File: src/rtl/serial_matmul_mem_arb.sv
// rtl/serial_matmul_mem_arb.sv - two-requester memory port arbiter with in-order response steering
//
// Shares one memory request/response port between req0 (operand loader) and
// req1 (result write-back). Requests are granted round-robin and passed
// through combinationally. An owner FIFO records the requester of each
// accepted request so that in-order responses can be steered back to it.
//
// Optional feature macro: SERIAL_MATMUL_ARB_PRIO_EN
//   defined   -> fixed priority, req0 wins any contention
//   undefined -> round-robin between the two requesters
//
// Ports:
//   clk, reset            clock (rising edge), asynchronous active-low reset
//   reqN_*                requester N (N=0,1) request channel, valid/ready
//   mem_req_*             muxed request toward memory, valid/ready
//   mem_resp_*            memory response (no back-pressure)
//   respN_valid_o         response belongs to requester N
//   resp_*_o              shared response fields, copy of mem_resp_*
//   outstanding_o         owner-FIFO occupancy
//   err_o                 sticky: response arrived with no outstanding request

module serial_matmul_mem_arb #(
    parameter int MAX_OUTSTANDING = 4,
    parameter int ADDR_NBITS      = 40,
    parameter int DATA_NBITS      = 64
) (
    input  logic                                 clk,
    input  logic                                 reset,

    input  logic                                 req0_valid_i,
    output logic                                 req0_ready_o,
    input  logic [4:0]                           req0_cmd_i,
    input  logic [2:0]                           req0_typ_i,
    input  logic [ADDR_NBITS-1:0]                req0_addr_i,
    input  logic [DATA_NBITS-1:0]                req0_data_i,

    input  logic                                 req1_valid_i,
    output logic                                 req1_ready_o,
    input  logic [4:0]                           req1_cmd_i,
    input  logic [2:0]                           req1_typ_i,
    input  logic [ADDR_NBITS-1:0]                req1_addr_i,
    input  logic [DATA_NBITS-1:0]                req1_data_i,

    output logic                                 mem_req_valid_o,
    input  logic                                 mem_req_ready_i,
    output logic [4:0]                           mem_req_cmd_o,
    output logic [2:0]                           mem_req_typ_o,
    output logic [ADDR_NBITS-1:0]                mem_req_addr_o,
    output logic [DATA_NBITS-1:0]                mem_req_data_o,

    input  logic                                 mem_resp_valid_i,
    input  logic [4:0]                           mem_resp_cmd_i,
    input  logic [2:0]                           mem_resp_typ_i,
    input  logic [ADDR_NBITS-1:0]                mem_resp_addr_i,
    input  logic [DATA_NBITS-1:0]                mem_resp_data_i,

    output logic                                 resp0_valid_o,
    output logic                                 resp1_valid_o,
    output logic [4:0]                           resp_cmd_o,
    output logic [2:0]                           resp_typ_o,
    output logic [ADDR_NBITS-1:0]                resp_addr_o,
    output logic [DATA_NBITS-1:0]                resp_data_o,

    output logic [$clog2(MAX_OUTSTANDING):0]     outstanding_o,
    output logic                                 err_o
);

    localparam int PW = $clog2(MAX_OUTSTANDING);
    localparam int CW = PW + 1;

    logic                       lock_q, lock_d;
    logic                       lock_id_q, lock_id_d;
    logic [MAX_OUTSTANDING-1:0] owner_q, owner_d;
    logic [PW-1:0]              wr_ptr_q, wr_ptr_d;
    logic [PW-1:0]              rd_ptr_q, rd_ptr_d;
    logic [CW-1:0]              count_q, count_d;
    logic                       err_q, err_d;

    logic full, empty;
    logic gnt_valid, gnt_id;
    logic contend_id;
    logic sel1;
    logic push, pop, head;

    assign full  = (count_q == CW'(MAX_OUTSTANDING));
    assign empty = (count_q == '0);

`ifdef SERIAL_MATMUL_ARB_PRIO_EN
    assign contend_id = 1'b0;
`else
    logic rr_last_q, rr_last_d;

    // Contention goes to whoever did not win last.
    assign contend_id = ~rr_last_q;
    assign rr_last_d  = push ? gnt_id : rr_last_q;

    always_ff @(posedge clk or negedge reset) begin
        if (!reset) begin
            rr_last_q <= 1'b1;
        end else begin
            rr_last_q <= rr_last_d;
        end
    end
`endif

    // Grant selection. A locked grant keeps a stalled request stable until
    // memory accepts it; a full FIFO blocks every grant.
    always_comb begin
        gnt_valid = 1'b0;
        gnt_id    = 1'b0;
        if (!full) begin
            if (lock_q) begin
                gnt_valid = 1'b1;
                gnt_id    = lock_id_q;
            end else if (req0_valid_i && req1_valid_i) begin
                gnt_valid = 1'b1;
                gnt_id    = contend_id;
            end else if (req0_valid_i) begin
                gnt_valid = 1'b1;
                gnt_id    = 1'b0;
            end else if (req1_valid_i) begin
                gnt_valid = 1'b1;
                gnt_id    = 1'b1;
            end
        end
    end

    assign sel1            = gnt_valid & gnt_id;
    assign mem_req_valid_o = gnt_valid & (gnt_id ? req1_valid_i : req0_valid_i);
    assign mem_req_cmd_o   = sel1 ? req1_cmd_i  : req0_cmd_i;
    assign mem_req_typ_o   = sel1 ? req1_typ_i  : req0_typ_i;
    assign mem_req_addr_o  = sel1 ? req1_addr_i : req0_addr_i;
    assign mem_req_data_o  = sel1 ? req1_data_i : req0_data_i;

    // gnt_valid already implies !full.
    assign req0_ready_o = gnt_valid & ~gnt_id & mem_req_ready_i;
    assign req1_ready_o = gnt_valid &  gnt_id & mem_req_ready_i;

    assign push = mem_req_valid_o & mem_req_ready_i;
    assign pop  = mem_resp_valid_i & ~empty;
    assign head = owner_q[rd_ptr_q];

    assign resp0_valid_o = pop & ~head;
    assign resp1_valid_o = pop &  head;
    assign resp_cmd_o    = mem_resp_cmd_i;
    assign resp_typ_o    = mem_resp_typ_i;
    assign resp_addr_o   = mem_resp_addr_i;
    assign resp_data_o   = mem_resp_data_i;

    assign outstanding_o = count_q;
    assign err_o         = err_q;

    always_comb begin
        // Lock only while a presented request is stalled; a dropped valid or
        // an accepted request both release it.
        lock_d    = mem_req_valid_o & ~mem_req_ready_i;
        lock_id_d = lock_d ? gnt_id : lock_id_q;

        owner_d  = owner_q;
        wr_ptr_d = wr_ptr_q;
        rd_ptr_d = rd_ptr_q;
        count_d  = count_q;
        err_d    = err_q | (mem_resp_valid_i & empty);

        if (push) begin
            owner_d[wr_ptr_q] = gnt_id;
            wr_ptr_d          = wr_ptr_q + 1'b1;
        end
        if (pop) begin
            rd_ptr_d = rd_ptr_q + 1'b1;
        end
        case ({push, pop})
            2'b10:   count_d = count_q + 1'b1;
            2'b01:   count_d = count_q - 1'b1;
            default: count_d = count_q;
        endcase
    end

    always_ff @(posedge clk or negedge reset) begin
        if (!reset) begin
            lock_q    <= 1'b0;
            lock_id_q <= 1'b0;
            owner_q   <= '0;
            wr_ptr_q  <= '0;
            rd_ptr_q  <= '0;
            count_q   <= '0;
            err_q     <= 1'b0;
        end else begin
            lock_q    <= lock_d;
            lock_id_q <= lock_id_d;
            owner_q   <= owner_d;
            wr_ptr_q  <= wr_ptr_d;
            rd_ptr_q  <= rd_ptr_d;
            count_q   <= count_d;
            err_q     <= err_d;
        end
    end

endmodule
File: config.mk
export PLATFORM = sky130hd
export DESIGN_NAME = serial_matmul_mem_arb
export DESIGN_NICKNAME = d
export VERILOG_FILES = /design/src/rtl/serial_matmul_mem_arb.sv
export SDC_FILE = /design/constraint.sdc
export NUM_CORES = 1
export LEC_CHECK = 0
export CORE_AREA = 2 2 225 227
export DETAILED_ROUTE_END_ITERATION = 12
export DIE_AREA = 0 0 227 229
export GPL_TIMING_DRIVEN = 0
export HOLD_SLACK_MARGIN = 0.1
export PLACE_DENSITY = 0.37
export SLEW_MARGIN = 20
export SYNTH_ARGS = -nofsm -noshare
export SYNTH_HDL_FRONTEND = slang
export SYNTH_SLANG_ARGS = --single-unit
export TNS_END_PERCENT = 10
File: constraint.sdc
create_clock -name clk -period 2.9 [get_ports clk]
set_input_delay 0.29 -clock clk [delete_from_list [all_inputs] [get_ports clk]]
set_output_delay 0.29 -clock clk [all_outputs]
set_load 0.01 [all_outputs]
==> impl.org, run 1 <==
** Timing
- Final count of negative-setup-slack endpoints :: 31
- Measured against its own limit, the worst slew margin works out to 49.5%.
- Count of final max-slew check failures :: 0
- Setup repair after global routing could not meet its margin everywhere.
- Tcrit/Tclk final :: 103%
- Final Skew :: 0.00281 ns
- Transition time of the tightest slew-check pin :: 0.756 ns
- Max Fclk :: 0.333 GHz
- The routed design could run at a clock period as short as 3.00 ns.
- Crit path setup slack, layout :: -0.0994 ns
- Final hold violation count :: 0

** Placement
- The wire-length estimate of the detail-placed layout is 18100 um.
- Port bufs :: ~460
- Worst slack after detailed placement :: -0.901 ns
- Cell area after placement :: 0.00847 mm2
- Placer's final routability congestion estimate :: about 0.7

** Power and ir drop
- Maximum vdd ir drop :: 0.000211 V
- Standby leakage power :: 3.91 nW
- Pwr dens :: roughly 470 mW/mm2
- The clock network burns 6.5% of the power.
- Net switching is 37.1% of the power.
- Total Power :: 4.16 mW
- Summed over all nets, the switching power comes to ~1.5 mW.
- Internal power contribution :: 2.62 mW
- Combinational logic burns 83.6% of the power.
- Sequential cells account for 9.9% of the total power.

** Logic synthesis
- The number of nets in the synthesized netlist is 654.
- Combined area of all synthesized cells :: 0.00301 mm2
- After synthesis, the cell types taking the most area are mux2_2, buf_4, dfrtp_1.
- In the synthesized netlist, the number of instances is ~310.
- Number of distinct library cells after synthesis :: 28
- Synthesis inferred 15 register bits.
- Leading register cell type out of synthesis :: dfrtp_1
- Yosys instantiated no cell more often than buf_4.
- The share of the Yosys chip area taken by registers is 12.5%.
- In this run the biggest area consumer among cell types represents 42.7% of the synthesized area.
- Post-synth EDFFs :: 0
- During synthesis, Yosys emitted a total of 0 warnings.
- A synthesized cell averages 9.83 um2.
- Summed over all instances, the cell type with the most area after synthesis is mux2_2.
- Async set-reset flop share out of synthesis :: 100%
- Top cell types by occurrence after synthesis :: buf_4, mux2_2, dfrtp_1

** Critical path
- Sum of buffers and inverters on the critical path :: 6
- Reg-to-reg critical path endpoint :: outstanding_o[2]
- Worst EP required :: 2.61 ns
- The largest single stage delay on the critical path is 0.51 ns.
- Critical-path cell list :: clkdlybuf4s50_1, inv_1, a211o_2, a21oi_4, buf_12, buf_12, buf_8, mux2_2, clkdlybuf4s50_1
- Kind of capture point of the worst setup path :: output port
- Setup slack on the worst reg-to-reg path comes out at approximately 0.53 ns.
- The largest individual stage delay along the critical path comes from the cell clkdlybuf4s50_1.
- Cells on worst reg2reg path :: 9
- For the worst setup path, the data arrival time is 2.71 ns.
- The startpoint identified for the worst register-to-register timing path is lock_q.
- Start-to-end type of the worst setup path :: in2out
- Critical path launch point type :: input port
- Cell class contributing the biggest share of worst-path delay :: buffers and inverters
- Critical Path Fanout Max :: 10

** Clock network
- The clock reaches the later pin of the worst-skew pair after between 0.2 and 0.25 ns.
- For this design, the sink count on the clock tree is 15.
- Counting along the longest clock path gives a buffer depth of 2.
- CTS placed an instance of clkbuf_16 at the clock tree root.
- Hold repair after CTS inserted 0 buffers.
- TritonCTS built the clock tree.
- After clock tree synthesis, the clock-pin slew on the worst setup and hold paths is about 0.050 ns.
- Total number of H-tree levels :: 1
- Clock tree synthesis inserted a total of 3 buffers.

** Die
- The die is 227 um wide.
- Die extent in y :: 229 um
- For this design the top-level I/O count stands at 575.
- The die covers approximately 0.052 mm2.
- Row generation in the floorplan step produced 82 rows.
- Starting density of the core :: 6.06%
- In this run the standard cell core region covers 0.0497 mm2.

** GRT
- The via count of the first global-routing pass came to ~4200.
- Total global routing overflow :: 0
- Entering global routing, the biggest net connects 16 pins.
- Global routing consumed, over all layers together, 6.83% of the routing resources.
- Global-route wire length before repair :: 26300 um
- Antenna violations before repair :: 4

** Worst hold path
- Hold EP :: err_o
- Startpoint of the most critical hold path :: err_o
- Worst hold path depth :: 1
- The tightest min-delay check is of the reg2reg type.

** Route
- Via density :: 2.74
- Routed WL :: 20600 um
- In the routed design, unresolved DRC markers number 0.
- Total number of vias :: 3963
- The detailed router finished its first iteration with 67 violations.
- Once detail routing completed, the nets flagged for antenna violations numbered 0.
- Initial DRT Pass Iterations :: 4
- Detailed-route wire length per cell :: 14.3 um

** Layout
- With fillers left out, the area of the finished cells amounts to approximately 0.0089 mm2.
- For this run, the share of the core covered by cells in the final layout is about 18%.
- Cells with a size suffix above 1 make up 32.7% of the layout.
- Net count of the finished layout :: 1123
- Compared with the post-synthesis result, the final layout area differs by 194%.

** Status
- Violated checks :: negative setup slack
- Run status :: finished, violations left

** Run
- Max-cap violations in this run came to 0.
## area by class of cell
cell class | count | area, um2
fillers | 5605 | 40800
clock buffers | 3 | 75.1
well taps | 672 | 841
repair buffers | 464 | 4830
clock inverters | 1 | 5.00
plain buffers | 125 | 1000
inverters | 9 | 33.8
multi-input cells | 157 | 1690
diodes | 2 | 5.00
flip-flops and latches | 15 | 377
## layout by cell type (no fill, tap or decap), types with 2 or more instances in the layout
cell	synthesis	layout
nor3_1	2	2
nand2_1	7	7
clkdlybuf4s50_1	0	390
buf_2	4	2
mux2_2	114	114
clkbuf_16	0	4
dlymetal6s2s_1	0	65
ha_1	5	5
dfrtp_1	14	14
inv_1	9	9
xnor2_1	4	4
buf_8	0	5
dlygate4sd2_1	0	6
diode_2	0	2
buf_6	0	5
and2_1	3	3
buf_4	121	112
buf_12	0	2
xor2_1	2	2
mux2_1	4	4
nor2_1	2	2
## worst reg2reg max path, stage by stage (launching register included)
cell,delay [ns]
dfrtp_1,0.43
a21bo_4,0.25
a2111oi_4,0.64
inv_1,0.10
ha_1,0.25
inv_1,0.07
fa_1,0.17
xor2_1,0.15
nor2_1,0.06
xor2_1,0.14
## flip-flops by register name (all words and copies together) (netlist names)
signal and cells:
err_o 1, outstanding_o 3, wr_ptr_q 2, lock_id_q 1, owner_q 4, lock_q 1, rd_ptr_q 2, rr_last_q 1
## layer usage
metal	track usage (%)	wire, um	part of all wire [%]
met1	6.34	6530	32
met2	14.2	11600	56
met3	1.91	2300	11
met4	1.63	213	1.0
met5	0	0	0
## cells by family after synthesis
kind of cell             Yosys count  synth area share [%]
XOR/XNOR                           6                  1.75
buffers and inverters            134                  32.0
adder cells (fa/ha/maj)            6                  2.74
AO/OA/AOI/OAI                      7                  2.62
AND/OR/NAND/NOR                   18                  3.16
multiplexers                     120                  45.2
flip-flops                        15                  12.5
## per-stage QoR
step / std cells / TNS, ns / hold slack [ns]
3_5_place_dp: 1440 / -61.32 / 0.451
3_3_place_gp: 1440 / -57.89 / 0.444
4_1_cts: 1444 / -10.19 / 0.463
6_report: 1448 / -0.775 / 0.462
5_1_grt: 1448 / -4.35 / 0.486
2_1_floorplan: 306 / 0 / -0.00559
## worst max path at each step
stage,from,to,slack [ns],cells after the start
2_1_floorplan,lock_q,outstanding_o[2],0.76,9
3_3_place_gp,req1_valid_i,mem_req_data_o[49],-0.85,8
3_5_place_dp,req1_valid_i,mem_req_data_o[49],-0.90,8
4_1_cts,req1_valid_i,mem_req_addr_o[7],-0.18,8
5_1_grt,req1_valid_i,mem_req_data_o[21],-0.18,9
6_report,req1_valid_i,mem_req_data_o[21],-0.1,9
## timing repair
action,4_1_cts,5_1_grt
gates cloned,0,1
gates resized for setup,20,77
endpoints found under the setup margin,114,113
setup buffers,0,1
pin swaps,0,1
## power groups by stage
stage / Clock (mW) / Combinational [mW] / Sequential, mW
after floorplan: 0 / 1.61 / 0.401
after global placement: 0 / 3.48 / 0.409
after detailed placement: 0 / 3.44 / 0.410
after CTS: 0.280 / 3.50 / 0.408
after global routing: 0.290 / 3.75 / 0.430
final: 0.271 / 3.48 / 0.412
(Power assumes the default switching activity.)
==> run 2, diff against run 1 <==
--- a/config.mk
+++ b/config.mk
@@ -10,7 +10,7 @@
 export DIE_AREA = 0 0 227 229
 export GPL_TIMING_DRIVEN = 0
 export HOLD_SLACK_MARGIN = 0.1
-export PLACE_DENSITY = 0.37
+export PLACE_DENSITY_LB_ADDON = 0.2
 export SLEW_MARGIN = 20
 export SYNTH_ARGS = -nofsm -noshare
 export SYNTH_HDL_FRONTEND = slang
==> impl.org, run 2 (same netlist as run 1, synthesis figures left out) <==
** Placement
- The HPWL after detailed placement is 17900 um (-1.2%).
- The count of buffers from port buffering was 462 (unchanged).
- The final estimated routing congestion in global placement came to 0.732 (+2.7%).

** Critical path
- The worst-case reg-to-reg path depth is 9 (unchanged).
- The arrival time of data at the critical path endpoint is 2.64 ns (-0.07 ns).
- The required time of the worst setup path came to 2.61 ns (about the same).
- Reg-to-reg critical path endpoint :: outstanding_o[2]
- Tracing the worst setup path back leads to its startpoint at req1_valid_i.
- STA classifies the critical path endpoint as an output port.
- The most critical setup path has its endpoint at mem_req_data_o[1].
- Reg2Reg Launch Point :: lock_q
- The setup path with the least slack is of type in2out.
- The maximum fanout count along the critical path is 10 (unchanged).
- Critical path launch point type :: input port
- Flop-to-flop setup slack :: 0.49 ns (-0.04 ns)

** Timing
- Transition time of the tightest slew-check pin :: 0.751 ns (-0.00429 ns)
- The worst slew margin relative to its limit came to 49.8% (+0.29 points).
- Max Fclk :: 0.341 GHz (+2.3%)
- The final setup violation count is 10 (-68%).
- The post-route clock period utilization was 101% (-2.3 points).
- Period minus WS final :: 2.93 ns (-0.0663 ns)
- Count of final max-slew check failures :: 0 (unchanged)
- Final hold violation count :: 0 (unchanged)
- Final sum of negative setup slack :: -0.144 ns (+0.631 ns)
- Final Skew :: 0.00199 ns (-0.000819 ns)
- Setup repair after global routing missed its margin :: true
- The worst-case setup margin in the final layout is -0.0332 ns (+0.0663 ns).

** Layout
- Net count of the finished layout :: 1123 (unchanged)
- Share of the core filled with cells in the final layout :: 17.6% (-0.20 points)
- Number of flip-flops in the largest register :: 4 (unchanged)
- owner_q holds more flip-flops than any other register.
- Most common cell after layout, fill and taps aside :: clkdlybuf4s50_1
- Fraction of layout cells with a size suffix above 1 :: 32.4% (-0.26 points)
- The area growth from synthesis to layout is 191%.
- Commonest cells after routing, fill and taps aside :: clkdlybuf4s50_1, mux2_2, buf_4

** Route
- Detailed-route wire length per cell :: 14.0 um (-2.1%)
- The DRC violation count after routing came to 0 (unchanged).
- Via density :: 2.67 (-2.5%)
- The overall via count from detail_route was 3861 (-2.6%).
- Antenna Nets Post-Route :: 0 (unchanged)
- The total routed wirelength is 20200 um (-2.2%).
- The number of optimization iterations in the first detailed-route pass is 4 (unchanged).
- The first-iteration detailed-routing DRC count came to 42 (-37%).

** Die
- Starting density of the core :: 6.06% (unchanged)
- The horizontal die dimension came to 227 um (unchanged).
- Die extent in y :: 229 um (unchanged)
- Cell row count :: 82 (unchanged)
- Core outline area :: 0.0497 mm2 (unchanged)
- The count of pins on the block boundary is 575 (unchanged).
- Die area :: 0.0520 mm2 (unchanged)

** Worst hold path
- Kind of path behind the tightest hold check :: reg2reg

** Clock network
- Total number of H-tree levels :: 1 (unchanged)
- The clock latency of the later-clocked register in the worst-skew pair came to 0.24 ns (about the same).
- In this run the clock root is driven by a clkbuf_16.
- The CTS buffer count was 3 (unchanged).
- TritonCTS built the clock tree.
- Clock input transition at the sequential cells of the worst setup and hold paths :: 0.05 ns (about the same)
- Maximum root-to-sink buffer count :: 2 (unchanged)
- Clock sink count :: 15 (unchanged)

** Power and ir drop
- Maximum vdd ir drop :: 0.000209 V (-0.84%)
- Sequential power share :: 10.1% (+0.2 points)
- The leakage power figure was 3.73 nW (-4.7%).
- Total Power :: 4.09 mW (-1.8%)
- The proportion of power drawn by combinational gates is 83.4% (-0.2 points).
- The part of the total power dissipated in the clock network is 6.6% (about the same).
- Pwr dens :: 467 mW/mm2 (-0.61%)
- The cell internal power dissipation came to 2.56 mW (-2.1%).
- Sw Share :: 37.3% (+0.22 points)
- The switching power of the nets was 1.53 mW (-1.2%).

** GRT
- Largest net degree at the start of global routing :: 16 (unchanged)
- Global-route wire length before repair :: 25900 um (-1.5%)
- Overall track demand over capacity in global routing :: 6.70% (-0.12 points)
- The number of antenna violations at the first check in global routing was 0 (-4).
- The final global-route overflow total is 0 (unchanged).
- Via count of the first global-routing pass :: 4000 (-4.3%)

** Status
- The final reports fail on negative setup slack.
- Run status :: finished, violations left

** Run
- Max-cap violations :: 0 (unchanged)
-- run 2: changes by cell type in the layout (fill, tap and decap cells not counted) --
cell             delta
buf_4               +1
buf_6               -1
clkbuf_1            +1
clkdlybuf4s15_2     -1
clkdlybuf4s50_1     -4
clkinv_2            -1
diode_2             -1
dlygate4sd2_1      +28
dlymetal6s2s_1     -23
-- run 2: layout make-up --
class,count,area [um2]
timing repair buffer,464,4730
buffer,125,998
sequential,15,377
fill,5583,40900
clock buffer,4,78.8
inverter,9,33.8
multi-input combinational,157,1690
antenna,1,2.50
tap,672,841
-- run 2: how the worst min path moves through the flow --
stage	startpoint	endpoint	slack [ns]	cells past startpoint
after floorplan	reset	err_o	-0.006	0
after global placement	err_o	err_o	0.44	1
after detailed placement	err_o	err_o	0.46	1
after CTS	err_o	err_o	0.47	1
after global routing	err_o	err_o	0.51	1
final	err_o	err_o	0.46	1
-- run 2: worst max-delay path: stages --
cell and delay (ns):
clkdlybuf4s50_1 0.50, inv_1 0.10, a211o_2 0.30, a21oi_4 0.15
buf_12 0.14, buf_12 0.13, buf_6 0.17, mux2_2 0.36
clkdlybuf4s50_1 0.49
-- run 2: metrics by stage --
step	cells	area (um2)	hold slack (ns)	setup WS, ns
CTS	1444	8580	0.470	-0.115
floorplan	306	3010	-0.00559	0.763
global placement	1440	8470	0.445	-0.548
finish	1447	8750	0.465	-0.0332
global route	1446	8750	0.508	-0.148
detailed placement	1440	8470	0.459	-0.589
-- run 2: timing repair --
action / 4_1_cts / 5_1_grt
setup endpoints to repair: 114 / 81
pin swaps: 0 / 1
hold buffers: 0 / 0
resized for setup: 52 / 46
buffers inserted: 0 / 1
cloned: 0 / 1
-- run 2: routing by layer --
metal / wire length [um] / GRT usage, % / part of all wire [%] / up-vias
met5: 0 / 0 / 0 / -
met4: 14 / 0.490 / 0.069 / 0
met1: 7370 / 7.43 / 37 / 1728
met2: 11000 / 13.6 / 55 / 259
met3: 1770 / 1.08 / 8.7 / 2
li1: - / - / - / 1872
-- run 2: power by group through the flow --
stage	Combinational, mW	Sequential (mW)	Clock (mW)
6_report	3.41	0.411	0.269
5_1_grt	3.68	0.429	0.287
4_1_cts	3.46	0.414	0.278
3_5_place_dp	3.44	0.411	0
3_3_place_gp	3.48	0.409	0
2_1_floorplan	1.61	0.401	0
